<file path="config.mk">
export PLATFORM = sky130hd
export DESIGN_NAME = instr_fetch_unit_flat
export DESIGN_NICKNAME = d
export VERILOG_FILES = /design/src/rtl/instr_fetch_unit_if.sv /design/src/rtl/instr_fetch_unit.sv /design/src/flat_wrapper.sv
export SDC_FILE = /design/constraint.sdc
export NUM_CORES = 1
export LEC_CHECK = 0
export ABC_AREA = 1
export CORE_ASPECT_RATIO = 0.6
export CORE_UTILIZATION = 46
export CTS_CLUSTER_DIAMETER = 100
export DETAILED_ROUTE_END_ITERATION = 7
export PLACE_DENSITY_LB_ADDON = 0.12
export SLEW_MARGIN = 40
export SYNTH_ARGS = -nofsm -noshare
export SYNTH_HDL_FRONTEND = slang
export SYNTH_SLANG_ARGS = --single-unit
</file>
<file path="constraint.sdc">
create_clock -name CLK -period 8.5 [get_ports CLK]
set_input_delay 1.7 -clock CLK [delete_from_list [all_inputs] [get_ports CLK]]
set_output_delay 1.7 -clock CLK [all_outputs]
set_load 0.03 [all_outputs]
</file>
<file path="src/rtl/instr_fetch_unit_if.sv">
// Fetch-unit bus: memory-controller read port plus the decoder/datapath handshake.
// The master modport is the fetch unit; the slave modport is the memory/datapath side.
interface instr_fetch_unit_if;
  logic        iREN;
  logic [31:0] iaddr;
  logic        iwait;
  logic [31:0] iload;
  logic [31:0] imemload;
  logic        ivalid;
  logic        iready;
  logic [2:0]  PCsrc;
  logic        zero;
  logic [31:0] rdat1;
  logic [15:0] imm;
  logic [25:0] addr;
  logic        halt;
  logic [31:0] pc;
  logic [31:0] pcplus4;
  logic        halted;
  logic [31:0] instr_count;

  modport master (
    output iREN, iaddr, imemload, ivalid, pc, pcplus4, halted, instr_count,
    input  iwait, iload, iready, PCsrc, zero, rdat1, imm, addr, halt
  );

  modport slave (
    input  iREN, iaddr, imemload, ivalid, pc, pcplus4, halted, instr_count,
    output iwait, iload, iready, PCsrc, zero, rdat1, imm, addr, halt
  );
endinterface

</file>
<file path="src/rtl/instr_fetch_unit.sv">
// Instruction fetch unit: owns the PC, issues one read at a time, holds the word
// until the datapath accepts it, then selects the next PC; stops on an accepted HALT.
//
// state  | meaning
// FETCH  | read request outstanding at pc, waiting for iwait=0
// VALID  | imemload holds an unconsumed instruction, waiting for iready
// HALTED | HALT accepted, fetch stopped until reset
module instr_fetch_unit #(
  parameter logic [31:0] PC_INIT = 32'h0000_0000
) (
  input  logic CLK,
  input  logic RST,
  instr_fetch_unit_if.master bus
);

  localparam logic [1:0] FETCH  = 2'd0;
  localparam logic [1:0] VALID  = 2'd1;
  localparam logic [1:0] HALTED = 2'd2;

  logic [1:0]  state_q, state_d;
  logic [31:0] pc_q, pc_d;
  logic [31:0] imemload_q, imemload_d;
  logic [31:0] count_q, count_d;
  logic        ivalid_q, ivalid_d;
  logic        halted_q, halted_d;

  logic [31:0] pcplus4;
  logic [31:0] br_target;
  logic [31:0] next_pc;
  logic        accept;

  always_comb begin
    pcplus4   = pc_q + 32'd4;
    br_target = pcplus4 + {{14{bus.imm[15]}}, bus.imm, 2'b00};
    case (bus.PCsrc)
      3'd2:    next_pc = {bus.rdat1[31:2], 2'b00};
      3'd3:    next_pc = {pcplus4[31:28], bus.addr, 2'b00};
      3'd4:    next_pc = bus.zero ? pcplus4 : br_target;
      3'd5:    next_pc = bus.zero ? br_target : pcplus4;
      default: next_pc = pcplus4;
    endcase
  end

  assign accept = (state_q == VALID) && bus.iready;

  always_comb begin
    state_d    = state_q;
    pc_d       = pc_q;
    imemload_d = imemload_q;
    count_d    = count_q;
    ivalid_d   = ivalid_q;
    halted_d   = halted_q;
    case (state_q)
      FETCH: begin
        if (!bus.iwait) begin
          imemload_d = bus.iload;
          ivalid_d   = 1'b1;
          state_d    = VALID;
        end
      end
      VALID: begin
        if (accept) begin
          count_d  = count_q + 32'd1;
          ivalid_d = 1'b0;
          // halt wins over any PCsrc selection on the same accept
          if (bus.halt) begin
            halted_d = 1'b1;
            state_d  = HALTED;
          end else begin
            pc_d    = next_pc;
            state_d = FETCH;
          end
        end
      end
      HALTED: begin
        state_d = HALTED;
      end
      default: begin
        state_d = FETCH;
      end
    endcase
  end

  always_ff @(posedge CLK) begin
    if (RST) begin
      state_q    <= FETCH;
      pc_q       <= PC_INIT;
      imemload_q <= 32'h0;
      count_q    <= 32'h0;
      ivalid_q   <= 1'b0;
      halted_q   <= 1'b0;
    end else begin
      state_q    <= state_d;
      pc_q       <= pc_d;
      imemload_q <= imemload_d;
      count_q    <= count_d;
      ivalid_q   <= ivalid_d;
      halted_q   <= halted_d;
    end
  end

  assign bus.iREN        = (state_q == FETCH) && !RST;
  assign bus.iaddr       = pc_q;
  assign bus.imemload    = imemload_q;
  assign bus.ivalid      = ivalid_q;
  assign bus.pc          = pc_q;
  assign bus.pcplus4     = pcplus4;
  assign bus.halted      = halted_q;
  assign bus.instr_count = count_q;

endmodule

</file>
<file path="src/flat_wrapper.sv">
// flat-port wrapper written by rule: the top's interface ports become plain ports
module instr_fetch_unit_flat 
#(
  parameter logic [31:0] PC_INIT = 32'h0000_0000
)
  (CLK, RST, bus_iREN, bus_iaddr, bus_imemload, bus_ivalid, bus_pc, bus_pcplus4, bus_halted, bus_instr_count, bus_iwait, bus_iload, bus_iready, bus_PCsrc, bus_zero, bus_rdat1, bus_imm, bus_addr, bus_halt);
  instr_fetch_unit_if bus_i ();
  input  logic CLK;
  input  logic RST;
  output wire logic [$bits(bus_i.iREN)-1:0] bus_iREN;
  output wire logic [$bits(bus_i.iaddr)-1:0] bus_iaddr;
  output wire logic [$bits(bus_i.imemload)-1:0] bus_imemload;
  output wire logic [$bits(bus_i.ivalid)-1:0] bus_ivalid;
  output wire logic [$bits(bus_i.pc)-1:0] bus_pc;
  output wire logic [$bits(bus_i.pcplus4)-1:0] bus_pcplus4;
  output wire logic [$bits(bus_i.halted)-1:0] bus_halted;
  output wire logic [$bits(bus_i.instr_count)-1:0] bus_instr_count;
  input wire logic [$bits(bus_i.iwait)-1:0] bus_iwait;
  input wire logic [$bits(bus_i.iload)-1:0] bus_iload;
  input wire logic [$bits(bus_i.iready)-1:0] bus_iready;
  input wire logic [$bits(bus_i.PCsrc)-1:0] bus_PCsrc;
  input wire logic [$bits(bus_i.zero)-1:0] bus_zero;
  input wire logic [$bits(bus_i.rdat1)-1:0] bus_rdat1;
  input wire logic [$bits(bus_i.imm)-1:0] bus_imm;
  input wire logic [$bits(bus_i.addr)-1:0] bus_addr;
  input wire logic [$bits(bus_i.halt)-1:0] bus_halt;
  assign bus_iREN = bus_i.iREN;
  assign bus_iaddr = bus_i.iaddr;
  assign bus_imemload = bus_i.imemload;
  assign bus_ivalid = bus_i.ivalid;
  assign bus_pc = bus_i.pc;
  assign bus_pcplus4 = bus_i.pcplus4;
  assign bus_halted = bus_i.halted;
  assign bus_instr_count = bus_i.instr_count;
  assign bus_i.iwait = bus_iwait;
  assign bus_i.iload = bus_iload;
  assign bus_i.iready = bus_iready;
  assign bus_i.PCsrc = bus_PCsrc;
  assign bus_i.zero = bus_zero;
  assign bus_i.rdat1 = bus_rdat1;
  assign bus_i.imm = bus_imm;
  assign bus_i.addr = bus_addr;
  assign bus_i.halt = bus_halt;
  instr_fetch_unit #(.PC_INIT(PC_INIT)) u_core (.CLK(CLK), .RST(RST), .bus(bus_i));
endmodule
</file>
### Word level (Yosys, flattened, before mapping)

Index checks and enable logic that the tools add are counted.

| cells by class | value |
|---|---|
| reductions and logical operators | 11 |
| eq/ne operators | 8 |
| bitwise operators | 2 |
| multiplexer cells | 10 |
| add/subtract/negate cells | 3 |

Operator list:

| cell | count |
|---|---|
| case mux 32 bit (4 select lines) | 1 |
| two-way mux 32 bit | 2 |
| adder 32 x 1 -> 32 bit, second input constant | 1 |
| adder 32 x 3 -> 32 bit, second input constant | 1 |
| adder 32 bit | 1 |
| AND reduction 3 bit | 3 |
| equality test 3 x 2 -> 1 bit, second input constant | 2 |
| equality test 3 bit, second input constant | 2 |
| two-way mux 2 bit | 3 |
| case mux 2 bit (3 select lines) | 1 |
| AND reduction 2 bit | 3 |
| equality test 2 x 1 -> 1 bit, second input constant | 1 |
| equality test 2 bit, second input constant | 1 |
| logical AND 1 bit | 2 |
| logical NOT 2 bit | 1 |
| two-way mux 1 bit | 2 |
| != test 2 x 1 -> 1 bit, second input constant | 1 |
| != test 2 bit, second input constant | 1 |
| NOT 1 bit | 2 |
| case mux 1 bit (2 select lines) | 1 |
| nonzero test 2 bit | 1 |
| logical NOT 1 bit | 1 |

| storage, ports and cells | value |
|---|---|
| logic and storage cells | 40 |
| output and inout port bits | 163 |
| input port bits | 115 |
| register bits | 100 |

### Logic depth before layout (Yosys ltp)

Gate-level depths: netlist of the first run.

| logic depth | value |
|---|---|
| depth after elaboration | 4 |
| depth in mapped cells | 23 |

### Worst setup path after synthesis of the first run

No wires, ideal clock.

| timing | value |
|---|---|
| kind | in2out |
| start | input RST |
| end | output bus_iREN |
| stages | 3 |
| path slack | 4.329 ns |
| path buffers | 2 |
| arrival | 2.471 ns |
| cell sequence | clkbuf_1 > clkbuf_1 > nor2_1 |

| on the way | value |
|---|---|
| cells in the longest elaborated chain, start to end | 2 |

RTL lines:

| element | line | RTL |
|---|---|---|
| start, declared | flat_wrapper.sv:9 | `input logic RST;` |
| logical NOT 1 bit | instr_fetch_unit.sv:102 | `assign bus.iREN = (state_q == FETCH) && !RST;` |
| logical AND 1 bit | instr_fetch_unit.sv:102 |  |
| end, declared | flat_wrapper.sv:10 | `output wire logic [$bits(bus_i.iREN)-1:0] bus_iREN;` |

No other way between the ends.

### Worst setup path in the final report of the first run

Ends and elaborated chain as after synthesis.

==> results of run 1 <==
[layer usage]
layer	GRT usage [%]	vias to the layer above	routed length, µm
met5	0	-	0
met4	4.366	0	177
met3	8.598	16	3270
met2	45.84	483	11430
met1	46.26	4051	12900
li1	-	4467	-
[flip-flops by register name (all words and copies together), names as in the netlist]
register                count
u_core.bus.imemload        32
u_core.bus.iaddr           30
u_core.bus.halted           1
u_core.bus.instr_count     32
u_core.bus.ivalid           1
u_core.state_q              2
[cell usage in the layout, fill, tap and decap left out, types with 4 or more instances in the layout]
| cell type | n |
|---|---|
| a221oi_1 | 5 |
| nor2_1 | 186 |
| nand2_1 | 271 |
| xor2_1 | 26 |
| nand4_1 | 16 |
| inv_2 | 6 |
| clkdlybuf4s50_1 | 269 |
| inv_1 | 161 |
| ha_1 | 36 |
| nand3_1 | 63 |
| o21bai_1 | 7 |
| buf_4 | 6 |
| conb_1 | 6 |
| o211ai_1 | 9 |
| a21o_1 | 4 |
| nor4_1 | 6 |
| dfxtp_1 | 98 |
| o21ai_0 | 81 |
| clkbuf_16 | 9 |
| o21a_1 | 5 |
| nand3b_1 | 17 |
| nor2_2 | 10 |
| a21oi_1 | 79 |
| a22oi_1 | 22 |
| nor3_1 | 25 |
| xnor2_1 | 6 |
[worst min-delay path, cell delays in order (launching register included)]
cell     delay (ns)
dfxtp_1        0.31
inv_1          0.05
a21oi_1        0.05
[through the flow]
stage	area, µm²	worst slack (ns)	hold slack [ns]	total power, W
global route	10700	3.411	0.4872	0.001376
global placement	10380	3.503	0.4406	0.0008851
floorplan	7745	4.329	0.5367	0.0007264
detailed placement	10380	3.505	0.4500	0.0008878
CTS	10700	3.493	0.4605	0.001318
finish	10700	3.500	0.4558	0.001313
[power breakdown]
group / switching, W / internal [W] / total [W]
logic: 0.000224 / 0.000156 / 0.000380
registers: 0.0000202 / 0.000482 / 0.000502
clock network: 0.000195 / 0.000237 / 0.000431
[synthesized netlist by cell type (all sizes together)]
master | count | share of area [%]
dfxtp | 98 | 25
xor2 | 26 | 2.9
nor4 | 6 | 0.49
a211oi | 2 | 0.19
fa | 1 | 0.26
o21a | 5 | 0.49
a221oi | 5 | 0.57
nand4 | 17 | 1.5
inv | 165 | 8.0
and2 | 1 | 0.081
a2111oi | 1 | 0.11
o211a | 1 | 0.13
nor3b | 2 | 0.19
xnor2 | 6 | 0.68
conb | 1 | 0.049
a21boi | 1 | 0.097
o2111ai | 1 | 0.11
nand3b | 18 | 1.8
o221a | 1 | 0.15
a21o | 4 | 0.39
a21oi | 79 | 5.1
clkbuf | 29 | 1.4
clkinv | 2 | 0.097
o21ai | 84 | 5.4
a41oi | 1 | 0.11
nand2 | 272 | 13
o211ai | 9 | 0.87
o21bai | 7 | 0.68
or2 | 3 | 0.24
a31oi | 3 | 0.24
and3 | 1 | 0.081
nor3 | 28 | 2.2
a31o | 1 | 0.11
ha | 36 | 5.8
a22oi | 22 | 2.1
nor2 | 199 | 10
buf | 38 | 3.6
nand3 | 67 | 4.7
[cell families after synthesis]
| family | synth area share (%) |
|---|---|
| buffers and inverters | 13.15 |
| DFF | 25.39 |
| AOI/OAI and AO/OA | 16.96 |
| and+or+nand+nor | 34.74 |
| other | 0.04854 |
| adders and majority gates | 6.089 |
| xor gates and xnor gates | 3.628 |
[worst min path at each step]
| stage | startpoint | to | slack [ns] | cells past startpoint |
|---|---|---|---|---|
| floorplan | u_core.state_q[1]$_SDFFE_PP0P_ | u_core.state_q[1]$_SDFFE_PP0P_ | 0.54 | 2 |
| global placement | u_core.bus.halted$_SDFFE_PP0P_ | u_core.bus.halted$_SDFFE_PP0P_ | 0.44 | 2 |
| detailed placement | u_core.bus.halted$_SDFFE_PP0P_ | u_core.bus.halted$_SDFFE_PP0P_ | 0.45 | 2 |
| CTS | u_core.bus.halted$_SDFFE_PP0P_ | u_core.bus.halted$_SDFFE_PP0P_ | 0.46 | 2 |
| global route | u_core.bus.halted$_SDFFE_PP0P_ | u_core.bus.halted$_SDFFE_PP0P_ | 0.49 | 2 |
| finish | u_core.bus.halted$_SDFFE_PP0P_ | u_core.bus.halted$_SDFFE_PP0P_ | 0.46 | 2 |
[final cells by class]
| class | count | area [µm²] |
|---|---|---|
| clock buffers | 9 | 225.2 |
| well taps | 228 | 285.3 |
| flip-flops and latches | 98 | 1962 |
| fillers | 1562 | 5609 |
| repair buffers | 275 | 2738 |
| inverters | 167 | 626.9 |
| multi-input cells | 916 | 4767 |
| clock inverters | 7 | 92.59 |
==> reports/metrics.cfg, run 1 <==
[floorplanning]
io_pins=278
die_h_um=102.4
start_util_pct=47.38
rows=36
die_area_mm2=0.01733
fp.coreArea_mm2=0.01631
die_w_um=169.3

[setup_path]
crit_fanout=43
cp-endpoint=bus_iREN
cp_cell_sequence=clkdlybuf4s50_1, buf_4, nor2_1, clkdlybuf4s50_1
slowest_delay_ns=0.61
cp-startpoint=RST
worst_setup_path_end_kind=output port
cp-start-kind=primary input
rr_worst_depth=21
worst_path_most_repeated_cell=clkdlybuf4s50_1
required_ns=6.80
worst_path_max_delay_cell=clkdlybuf4s50_1
reg2reg_to=u_core.bus.iaddr[25]$_SDFFE_PP0P_
r2r_start=u_core.bus.iaddr[2]$_SDFFE_PP0P_
critPathBufInv=3
path_class=in -> out
worstPathArrival_ns=3.30
path_delay_family=buffers and inverters
rrSetupSlack_ns=4.65
crit_cells=4

[detailed_routing]
dr.pass1.iters=6
num_vias=9017
drt-total-wl_um=27780
vias_per_cell=5.304
first_iter_violations=920
antenna_left=0
drcViolationCount=0
routedWlPerCell_um=16.34

[sta]
clock_skew_ns=0.009364
rsz0062_at_grt=no
finalSetupViolCount=0
hold_viol_final=0
fmax_mhz=200.0
fin_setup_tns_ns=0
worstMarginPinSlew_ns=0.8129
period_share_pct=58.82
timing.final.max_slew_violations=0
layout_min_cycle_time_ns=5.000
maxSlewHeadroom_pct=45.64

[global_route]
grtUsageTotal_pct=31.34
grt_pass1_vias=7702
grt_pass1_wl_um=42040
overflow=0
grt_max_degree=54
antenna_found_initial=0

[placement]
dp_cells=1684
port_buffers=269
place.gp.congestion=1.008
dpl.hpwl_um=22370

[run]
max_cap_viol_count=0

[clock_network]
cts_made_buffers=9
root_buffer=clkbuf_16
cts_tree=built
clockBufferDepth=2
clk_pin_slew_ns=0.07
clk_latency_ns=0.34
cts_htree_levels=3
cts_resized=0
clock_sinks=98
ctsHoldBuffers=0
cts_setup_buffers=0

[power_and_ir_drop]
p_leak_nw=4.557
max-vdd-ir-drop_v=0.0001128
pwr_density_cell_mw_per_mm2=122.8

[status]
status=finished clean

[synthesis]
yosysSeqAreaShare_pct=25.39
synth_cell_types=50
syn_inst=1243
syn-cell-area_mm2=0.007726
ys_ff_latch=98
syn_avg_cell_area_um2=6.216
yosysWarnings=0

[min_path]
hold_path.class=reg -> reg

[layout]
num_antenna_cells=0
area_growth_pct=38.45
nets=1619
fin_util_pct=65.60
final_cell_count_no_fill=1700
drive_gt1_share_pct=3.804

Note: power is estimated with default switching activity, not from simulation.
==> inputs of run 2 (changes only) <==
--- a/config.mk
+++ b/config.mk
@@ -7,7 +7,7 @@
 export LEC_CHECK = 0
 export ABC_AREA = 1
 export CORE_ASPECT_RATIO = 0.6
-export CORE_UTILIZATION = 46
+export CORE_UTILIZATION = 42
 export CTS_CLUSTER_DIAMETER = 100
 export DETAILED_ROUTE_END_ITERATION = 7
 export PLACE_DENSITY_LB_ADDON = 0.12
==> constraint.sdc (replaced) <==
create_clock -name CLK -period 4.41 [get_ports CLK]
set_input_delay 0.882 -clock CLK [delete_from_list [all_inputs] [get_ports CLK]]
set_output_delay 0.882 -clock CLK [all_outputs]
set_load 0.03 [all_outputs]
==> reports/metrics.cfg, run 2 (synthesized netlist as in run 1, its figures left out) <==
[clock_network]
ctsHoldBuffers=0  ; unchanged
root_buffer=clkbuf_16
cts_htree_levels=3  ; unchanged
cts_setup_buffers=0  ; unchanged
cts_tree=built
clockBufferDepth=2  ; unchanged
cts_made_buffers=9  ; unchanged
clock_sinks=98  ; unchanged
cts_resized=0  ; unchanged
clk_pin_slew_ns=0.08  ; about the same
clk_latency_ns=0.34  ; about the same

[sta]
fin_ws_ns=0.3276  ; -3.173 ns
hold_ws_ns=0.4557  ; -0.0001230 ns
period_share_pct=92.57
clock_skew_ns=0.01009  ; +0.0007284 ns
hold_viol_final=0  ; unchanged
worstMarginPinSlew_ns=0.7935  ; -0.01939 ns
rsz0062_at_grt=no
timing.final.max_slew_violations=0  ; unchanged
fmax_mhz=245.0
fin_setup_tns_ns=0  ; unchanged
layout_min_cycle_time_ns=4.082
finalSetupViolCount=0  ; unchanged
maxSlewHeadroom_pct=46.93  ; +1.3 points

[floorplanning]
die_h_um=107.1  ; +4.6%
die_area_mm2=0.01896  ; +9.4%
die_w_um=177.1  ; +4.6%
rows=37  ; +2.8%
start_util_pct=44.03  ; -3.3 points
io_pins=278  ; unchanged
fp.coreArea_mm2=0.01755  ; +7.6%

[setup_path]
required_ns=3.53  ; -3.27 ns
path_class=reg -> out
cp-start-kind=flop
worst_setup_path_end_kind=output port
crit_fanout=7  ; -84%
worstPathArrival_ns=3.20  ; -0.10 ns

[detailed_routing]
drcViolationCount=0  ; unchanged
routedWlPerCell_um=16.76  ; +2.6%
vias_per_cell=5.248  ; -1.1%
routed-wl-met3_um=3196  ; -2.3%
antenna_left=0  ; unchanged
met2_wirelength_um=11650  ; +1.9%
first_iter_violations=1052  ; +14%
wl_met1_um=13560  ; +5.1%
dr.pass1.iters=5  ; -1
num_vias=8984  ; -0.37%
drt-total-wl_um=28700  ; +3.3%
top_signal_layer_used=met4

[placement]
dp_cells=1695  ; +0.65%
place.gp.congestion=0.9561  ; -5.1%
dpl.hpwl_um=23090  ; +3.2%
place_ws_ns=0.6833  ; -2.822 ns
port_buffers=269  ; unchanged

[run]
max_cap_viol_count=0  ; unchanged

[global_route]
antenna_found_initial=1  ; +1
grt_max_degree=50  ; -7.4%
grtUsageTotal_pct=30.14  ; -1.2 points
grt_pass1_wl_um=44300  ; +5.4%
grt_pass1_vias=8111  ; +5.3%
overflow=0  ; unchanged

[min_path]
hold_path.class=reg -> reg

[status]
status=finished clean

[layout]
nets=1624  ; +0.31%
mostFrequentLayoutCell=nand2_1
drive_gt1_share_pct=3.927  ; +0.12 points
area_growth_pct=38.80
fin_util_pct=61.12  ; -4.5 points
final_cell_count_no_fill=1712  ; +0.71%
layout_common_cells=271 x nand2_1, 269 x clkdlybuf4s50_1, 186 x nor2_1, 162 x inv_1, 98 x dfxtp_1

[power_and_ir_drop]
p_leak_nw=4.569  ; +0.27%
max-vdd-ir-drop_v=0.0001966  ; +74%
pwr_density_cell_mw_per_mm2=231.6  ; +89%

==> run 2: per-layer routing <==
layer  GRT usage [%]  vias up
met5               0        -
met1           44.92     4039
li1                -     4472
met2           43.39      450
met4           4.495        0
met3           7.801       23
==> run 2: cell type report <==
type                            instances  area (µm²)
Tap cell                              234       292.8
Clock inverter                          7       72.57
Antenna cell                            1       2.502
Timing Repair Buffer                  280        2775
Inverter                              167       626.9
Fill cell                            1740        6822
Multi-Input combinational cell        916        4767
Clock buffer                            9       225.2
Sequential cell                        98        1962
==> run 2: path summary, 6_finish.rpt <==
check	start	endpoint	slack, ns	depth (start not counted)
min	u_core.bus.halted$_SDFFE_PP0P_	u_core.bus.halted$_SDFFE_PP0P_	0.46	2
max reg2reg	u_core.bus.iaddr[2]$_SDFFE_PP0P_	u_core.bus.iaddr[25]$_SDFFE_PP0P_	0.53	21
max	u_core.bus.iaddr[2]$_SDFFE_PP0P_	bus_pcplus4[28]	0.33	8
min reg2reg	u_core.bus.halted$_SDFFE_PP0P_	u_core.bus.halted$_SDFFE_PP0P_	0.46	2
==> run 2: power by group <==
group	switching (W)	leakage, nW	internal, W
registers	0.0000385	0.799	0.000929
logic	0.000435	3.62	0.000303
clock network	0.000379	0.146	0.000399
==> run 2: stage by stage <==
stage | power (W) | area (µm²)
4_1_cts | 0.002494 | 10720
5_1_grt | 0.002610 | 10720
3_3_place_gp | 0.001713 | 10420
6_report | 0.002484 | 10720
2_1_floorplan | 0.001400 | 7745
3_5_place_dp | 0.001716 | 10420
==> run 2: critical path, stage by stage (launching register included) <==
cell             delay (ns)
dfxtp_1                0.57
ha_1                   0.27
nand2_2                0.10
nor2_2                 0.23
and3_1                 0.28
nand2_1                0.16
nor2_1                 0.15
xor2_1                 0.34
clkdlybuf4s50_1        0.75
==> inputs of run 3 (changes only) <==
--- a/config.mk
+++ b/config.mk
@@ -6,10 +6,11 @@
 export NUM_CORES = 1
 export LEC_CHECK = 0
 export ABC_AREA = 1
-export CORE_ASPECT_RATIO = 0.6
+export CORE_ASPECT_RATIO = 0.5
 export CORE_UTILIZATION = 42
 export CTS_CLUSTER_DIAMETER = 100
 export DETAILED_ROUTE_END_ITERATION = 7
+export GPL_TIMING_DRIVEN = 0
 export PLACE_DENSITY_LB_ADDON = 0.12
 export SLEW_MARGIN = 40
 export SYNTH_ARGS = -nofsm -noshare
==> reports/metrics.cfg, run 3 (synthesized netlist as in run 1, its figures left out) <==
[floorplanning]
start_util_pct=43.66  ; -0.38 points
rows=34  ; -8.1%
die_w_um=193.8  ; +9.4%
die_h_um=97.91  ; -8.6%
fp.coreArea_mm2=0.01770  ; +0.86%
io_pins=278  ; unchanged
die_area_mm2=0.01898  ; about the same

[power_and_ir_drop]
pwr_density_cell_mw_per_mm2=230.3  ; -0.58%
p_leak_nw=4.745  ; +3.8%
max-vdd-ir-drop_v=0.0001863  ; -5.2%

[clock_network]
cts_setup_buffers=0  ; unchanged
clockBufferDepth=2  ; unchanged
cts_made_buffers=9  ; unchanged
clk_latency_ns=0.35  ; about the same
root_buffer=clkbuf_16
cts_tree=built
cts_htree_levels=3  ; unchanged
clock_sinks=98  ; unchanged
cts_resized=0  ; unchanged
clk_pin_slew_ns=0.07  ; about the same
ctsHoldBuffers=0  ; unchanged

[global_route]
grtUsageTotal_pct=30.26  ; +0.13 points
overflow=0  ; unchanged
antenna_found_initial=0  ; -1
grt_pass1_wl_um=45300  ; +2.2%
grt_max_degree=19  ; -62%
grt_pass1_vias=8606  ; +6.1%

[detailed_routing]
num_vias=9232  ; +2.8%
first_iter_violations=704  ; -33%
met2_wirelength_um=12960  ; +11%
drcViolationCount=0  ; unchanged
dr.pass1.iters=5  ; unchanged
routedWlPerCell_um=16.55  ; -1.3%
top_signal_layer_used=met4
wl_met1_um=13170  ; -2.9%
antenna_left=0  ; unchanged
routed-wl-met3_um=2710  ; -15%
vias_per_cell=5.228  ; -0.38%
drt-total-wl_um=29230  ; +1.8%

[setup_path]
required_ns=3.53  ; about the same
slowest_delay_ns=0.77  ; +0.02 ns
r2r_start=u_core.bus.iaddr[2]$_SDFFE_PP0P_
worstPathArrival_ns=3.14  ; -0.06 ns
critPathBufInv=1  ; unchanged
path_delay_family=simple AND/OR/NAND/NOR gates
crit_fanout=7  ; unchanged
worst_path_max_delay_cell=clkdlybuf4s50_1
cp-start-kind=flop
worst_setup_path_end_kind=output port
cp-startpoint=u_core.bus.iaddr[2]$_SDFFE_PP0P_
cp_cell_sequence=ha_1, nand2_2, nor2_2, and3_1, nand2_1, nor2_1, xor2_1, clkdlybuf4s50_1
rrSetupSlack_ns=0.48  ; -0.05 ns
path_class=reg -> out

[placement]
place.gp.congestion=0.9994  ; +4.5%
port_buffers=268  ; -0.37%
dpl.hpwl_um=24000  ; +3.9%
place_ws_ns=0.6572  ; -0.02618 ns

[sta]
timing.final.max_slew_violations=0  ; unchanged
maxSlewHeadroom_pct=48.87  ; +1.9 points
finalSetupViolCount=0  ; unchanged
rsz0062_at_grt=no
clock_skew_ns=0.008376  ; -0.001717 ns
hold_viol_final=0  ; unchanged
worstMarginPinSlew_ns=0.7646  ; -0.02895 ns
layout_min_cycle_time_ns=4.020  ; -0.06249 ns
fin_setup_tns_ns=0  ; unchanged
fmax_mhz=248.8  ; +1.6%
fin_ws_ns=0.3901  ; +0.06249 ns
period_share_pct=91.15  ; -1.4 points

[layout]
drive_gt1_share_pct=5.418  ; +1.5 points
layout_common_cells=271 x nand2_1, 268 x clkdlybuf4s50_1, 186 x nor2_1, 163 x inv_1, 98 x dfxtp_1
area_growth_pct=42.67
mostFrequentLayoutCell=nand2_1
fin_util_pct=62.29  ; +1.2 points
nets=1679  ; +3.4%
num_antenna_cells=0  ; -1

[min_path]
hp-start=u_core.bus.halted$_SDFFE_PP0P_
hold_path.class=reg -> reg

[status]
status=finished clean

[run]
max_cap_viol_count=0  ; unchanged

-- run 3: path summary, 6_finish.rpt --
check	endpoint	cells after the start
worst min-delay path	u_core.bus.halted$_SDFFE_PP0P_	2
worst min register to register	u_core.bus.halted$_SDFFE_PP0P_	2
worst max register to register	u_core.bus.iaddr[25]$_SDFFE_PP0P_	21
worst max-delay path	bus_pcplus4[28]	8
-- run 3: worst reg2reg max path: stages (launching register included) --
cell and delay, ns:
dfxtp_1 0.50, ha_1 0.27, nand2_2 0.11, nor2_4 0.21, nand3b_2 0.16, nor2_1 0.19
nand2_1 0.09, xor2_1 0.32, inv_1 0.14, ha_1 0.38, nand2_1 0.12, nor2_1 0.14
inv_1 0.10, nor2_1 0.14, nand3_1 0.08, or2_2 0.32, nand3_1 0.08, nand2_1 0.05
nand3_1 0.14, nand3b_1 0.18, nand2_1 0.10, inv_1 0.04
-- run 3: area by class of cell --
class                   instances  area, µm²
plain buffers                  67      389.1
clock buffers                  10      229.0
clock inverters                 6      73.82
fillers                      1654       6674
inverters                     167      626.9
multi-input cells             916       4767
flip-flops and latches         98       1962
well taps                     234      292.8
repair buffers                268       2683
-- run 3: per-layer routing --
| layer | global-route usage, % | vias up |
|---|---|---|
| li1 | - | 4577 |
| met5 | 0 | - |
| met2 | 49.29 | 374 |
| met1 | 40.12 | 4249 |
| met3 | 7.945 | 32 |
| met4 | 6.899 | 0 |
-- run 3: power breakdown --
group	internal [W]	switching [W]	leakage, nW
sequential	0.000930	0.0000374	0.799
clock	0.000447	0.000362	0.141
combinational	0.000317	0.000445	3.80
-- run 3: per-stage QoR --
stage,cells,power (W),area (µm²),hold WS (ns)
after floorplan,1248,0.001400,7745,0.5367
after global placement,1750,0.001730,10720,0.4402
after detailed placement,1750,0.001737,10720,0.4560
after CTS,1766,0.002547,11020,0.4663
after global routing,1766,0.002652,11020,0.4801
final,1766,0.002539,11020,0.4665
